File: config.mk
export PLATFORM = sky130hd
export DESIGN_NAME = counter_sequencer
export DESIGN_NICKNAME = d
export VERILOG_FILES = /design/src/rtl/counter_sequencer.sv
export SDC_FILE = /design/constraint.sdc
export NUM_CORES = 1
export LEC_CHECK = 0
export BUFFER_PORTS_ARGS = -buffer_cell sky130_fd_sc_hd__buf_2
export CORE_MARGIN = 2
export CORE_UTILIZATION = 55
export CTS_BUF_LIST = sky130_fd_sc_hd__clkbuf_8
export CTS_CLUSTER_SIZE = 24
export DETAILED_ROUTE_END_ITERATION = 7
export PLACE_DENSITY = 0.8
export SKIP_CTS_REPAIR_TIMING = 1
export SYNTH_ARGS = -nofsm -noshare
export SYNTH_HDL_FRONTEND = slang
export SYNTH_SLANG_ARGS = --single-unit
File: constraint.sdc
create_clock -name clk -period 3.2 [get_ports clk]
set_clock_uncertainty 0.05 [all_clocks]
set_input_delay 0.64 -clock clk [delete_from_list [all_inputs] [get_ports clk]]
set_output_delay 0.64 -clock clk [all_outputs]
set_load 0.02 [all_outputs]
File: src/rtl/counter_sequencer.sv
// counter_sequencer: run controller for a toggle-enable up-counter (start/pause/stop, terminal count, auto-reload).
// Optional PRESCALE_EN macro divides the count-advance strobe by PRESCALE_DIV.
module counter_sequencer #(
  parameter int WIDTH        = 4,
  parameter int PRESCALE_DIV = 4
) (
  input  logic             clk,
  input  logic             rst_n,
  input  logic             start_i,
  input  logic             stop_i,
  input  logic             pause_i,
  input  logic             auto_reload_i,
  input  logic [WIDTH-1:0] limit_i,
  output logic             t_en_o,
  output logic [WIDTH-1:0] q_o,
  output logic             busy_o,
  output logic             done_o,
  output logic [7:0]       wrap_cnt_o
);
  typedef enum logic [1:0] {IDLE, RUN, DONE} state_t;

  if (WIDTH < 2) begin : g_wchk
    $error("WIDTH must be at least 2");
  end
  if (PRESCALE_DIV < 2) begin : g_pchk
    $error("PRESCALE_DIV must be at least 2");
  end

  state_t           state_q, state_d;
  logic [WIDTH-1:0] q_q, q_d, limit_q, limit_d;
  logic             mode_q, mode_d, done_q, done_d;
  logic [7:0]       wrap_q, wrap_d;
  logic             run, accept, tick;

  assign run    = state_q == RUN;
  assign accept = start_i & ~stop_i & ~run;

`ifdef PRESCALE_EN
  localparam int PW = $clog2(PRESCALE_DIV);
  logic [PW-1:0] pre_q, pre_d;
  assign tick = pre_q == PW'(PRESCALE_DIV - 1);
  // Prescaler advances only on unpaused RUN cycles, so pause freezes it.
  always_comb begin
    pre_d = pre_q;
    if (stop_i || accept) pre_d = '0;
    else if (run && !pause_i) pre_d = tick ? '0 : pre_q + PW'(1);
  end
  always_ff @(posedge clk or negedge rst_n) begin
    if (!rst_n) pre_q <= '0;
    else pre_q <= pre_d;
  end
`else
  assign tick = 1'b1;
`endif

  assign t_en_o     = run & ~pause_i & ~stop_i & tick;
  assign q_o        = q_q;
  assign busy_o     = run;
  assign done_o     = done_q;
  assign wrap_cnt_o = wrap_q;

  always_comb begin
    state_d = state_q;
    q_d     = q_q;
    limit_d = limit_q;
    mode_d  = mode_q;
    wrap_d  = wrap_q;
    done_d  = 1'b0;
    if (stop_i) begin
      state_d = IDLE;
      q_d     = '0;
    end else if (accept) begin
      limit_d = limit_i;
      mode_d  = auto_reload_i;
      q_d     = '0;
      wrap_d  = '0;
      state_d = (limit_i != '0) ? RUN : DONE;
      done_d  = limit_i == '0;
    end else if (t_en_o) begin
      // limit_q is nonzero whenever RUN is active, so limit_q-1 cannot underflow.
      if (q_q == limit_q - WIDTH'(1)) begin
        done_d  = 1'b1;
        q_d     = mode_q ? '0 : limit_q;
        state_d = mode_q ? RUN : DONE;
        wrap_d  = mode_q ? wrap_q + {7'd0, wrap_q != 8'hff} : wrap_q;
      end else begin
        q_d = q_q + WIDTH'(1);
      end
    end
  end

  always_ff @(posedge clk or negedge rst_n) begin
    if (!rst_n) begin
      state_q <= IDLE;
      q_q     <= '0;
      limit_q <= '0;
      mode_q  <= 1'b0;
      done_q  <= 1'b0;
      wrap_q  <= '0;
    end else begin
      state_q <= state_d;
      q_q     <= q_d;
      limit_q <= limit_d;
      mode_q  <= mode_d;
      done_q  <= done_d;
      wrap_q  <= wrap_d;
    end
  end
endmodule
==> impl_metrics.yaml <==
status:
  status: "completed"
routing:
  drt_pre_antenna_iters: 4
  routed_wl_um: 2840
  first_iter_violations: 28
  postRouteAntennaNets: 0
  via_count: 1092
  wire_per_inst_um: 16.0
  drc: 0
  viasPerCell: 6.17
timing:
  fmax_ghz: 0.434
  hold_violations: 0
  setup_violations: 0
  post-route-period-util: 0.720
  layout_min_cycle_time_ns: 2.31
  final_max_slew_viol_count: 0
  max_slew_margin: 0.551
  tns_ns: 0
  rsz0062_at_grt: "false"
  fin_ws_ns: 0.895
  worst_slew_pin_slew_ns: 0.669
grt:
  grt_max_degree: 21
  overflow: 0
  grt_first_pass_wirelength_um: 4680
  antenna_found_initial: 0
  grt_use_total: 0.247
  first_global_vias: 1027
layout:
  stdcell_count: 177
  n_fill_cell: 175
  n_antenna_cell: 0
  drive_gt1_frac: 0.289
  area_growth_pct: 18.6
  postLayoutCoreUtil: 0.673
  final_nets: 164
worst_setup_path:
  critPathSlowestCell: "dfrtp_1"
  crit_buf_inv: 1
  crit_fanout: 7
  path_cells: "inv_1 > ha_1 > xor2_1 > nand3_2 > nor4_2 > or3b_1 > a21oi_1"
  start_kind: "register"
  critPathCaptureType: "register"
  max_stage_delay_ns: 0.44
  worstPathArrival_ns: 2.45
  critPathTopFamily: "simple AND/OR/NAND/NOR gates"
  path_class: "register to register"
  critPathRequiredTime_ns: 3.34
logic_synthesis:
  yosys_register_bits: 20
  synth_edf_count: 0
  synth_area_sq_mm: 0.00122
  synth_nets: 136
  ys.warnings.count: 0
  yosys-top-cells-area: "dfrtp_1 (41%), o21ai_0 (4.9%), ha_1 (4.1%), nand2_1 (3.1%), a21oi_1 (2.9%)"
  postSynthCellCount: 122
  yosysTopAreaCell: "dfrtp_1"
  synth_top_flop_cell: "dfrtp_1"
  yosysSeqAreaShare: 0.411
  yosysUniqueCellTypes: 41
  avgSynthCellArea_sq_um: 9.99
  synth_top_cell_area_share: 0.411
  async_reset_ff_frac: 1.00
  synth.top_cells.by_count: "dfrtp_1 (20), o21ai_0 (12), nand2_1 (10), inv_1 (8), nor2_1 (8)"
  synth_most_common_cell: "dfrtp_1"
cts:
  clock_latency_ns: 0.26
  cts_sinks: 20
  cts_buffer_depth: 2
  htree_levels: 1
  clkTransAtPathRegs_ns: 0.08
  root_buffer: "clkbuf_8"
  cts_tree: "built"
  cts_buffers: 3
floorplanning:
  coreArea_sq_mm: 0.00215
  start_util: 0.567
  die_w_um: 51.1
  ios: 25
  dieArea_sq_mm: 0.00261
  fp-row-count: 17
  die_h_um: 51.1
placed_design:
  place.gp.congestion: 0.799
  dp.cells: 173
  place_ws_ns: 0.931
  dpl.hpwl_um: 2080
  numPortBuffers: 24
power:
  p_per_area_mw_per_mm2: 496
  power.leakage_nw: 0.676
  ir_worst_vdd_v: 0.000358
flow_run:
  maxCapViolations: 0
min_path:
  hold_class: "primary input to async pin"
[cells in the final DEF (no fill, tap or decap), types with 4 or more instances in the layout]
master / count
ha_1: 4
nand2_1: 10
inv_1: 8
nand3_1: 4
buf_2: 24
nor4_1: 4
nor2_1: 8
a21oi_1: 7
o21ai_0: 12
dfrtp_1: 20
[metrics by stage]
step                      power (mW)  instance area [sq um]  hold slack (ns)
after global placement         0.454                   1370            0.456
after CTS                      0.718                   1450            0.287
after floorplan                0.415                   1220            0.294
after detailed placement       0.461                   1370            0.465
final                          0.717                   1450            0.264
after global routing           0.749                   1450            0.296
[worst reg2reg max path, delay by kind of cell, from the launching register on]
| family | cells | cell delay, ns |
|---|---|---|
| adder cells (fa/ha/maj) | 1 | 0.32 |
| buffers and inverters | 1 | 0.09 |
| flip-flops | 1 | 0.44 |
| XOR/XNOR | 1 | 0.23 |
| AND/OR/NAND/NOR | 3 | 0.96 |
| AO/OA/AOI/OAI | 1 | 0.15 |
[registers in the layout, summed over array words and instances, names as in the netlist]
| signal | flops |
|---|---|
| wrap_cnt_o | 8 |
| state_q | 2 |
| mode_q | 1 |
| done_o | 1 |
| limit_q | 4 |
| q_o | 4 |
[final timing paths]
check | cells past startpoint | endpoint | slack (ns) | startpoint
setup / recovery | 7 | wrap_cnt_o[5] | 0.89 | limit_q[0]
setup reg to reg | 7 | wrap_cnt_o[5] | 0.89 | limit_q[0]
max in group asynchronous | 1 | wrap_cnt_o[4] | 2.52 | rst_n
hold reg to reg | 2 | state_q[1] | 0.47 | state_q[1]
hold / removal | 1 | q_o[0] | 0.26 | rst_n
min in group clk | 2 | state_q[1] | 0.47 | state_q[1]
[logic make-up (layout without fill, tap and decap cells)]
logic type / Yosys count / after routing / synth area share
and+or+nand+nor: 48 / 48 / 0.252
muxes: 3 / 3 / 0.0267
DFF: 20 / 20 / 0.411
AOI/OAI and AO/OA: 26 / 26 / 0.121
adders and majority gates: 4 / 4 / 0.0411
xor gates and xnor gates: 10 / 10 / 0.111
buffers and inverters: 11 / 38 / 0.0380
[metal layers]
metal  track usage  routed length (um)  up-vias
li1              -                   -      495
met1         0.316                1200      530
met2         0.411                1420       52
met3        0.0351                 126       15
met4         0.113                  92        0
met5             0                   0        -
[layout make-up]
class | count | area (sq um) | share of cell area
tap | 28 | 35.0 | 0.0242
clock inverter | 1 | 30.0 | 0.0208
clock buffer | 3 | 41.3 | 0.0286
inverter | 9 | 38.8 | 0.0268
timing repair buffer | 25 | 128 | 0.0883
sequential | 20 | 500 | 0.346
multi-input combinational | 91 | 672 | 0.465
[where the power goes]
| group | leakage (nW) | total [mW] | switching (mW) | internal (mW) |
|---|---|---|---|---|
| logic | 0.373 | 0.166 | 0.101 | 0.0651 |
| clock network | 0.0357 | 0.256 | 0.0889 | 0.167 |
| registers | 0.268 | 0.295 | 0.0259 | 0.269 |
(Power assumes the default switching activity.)
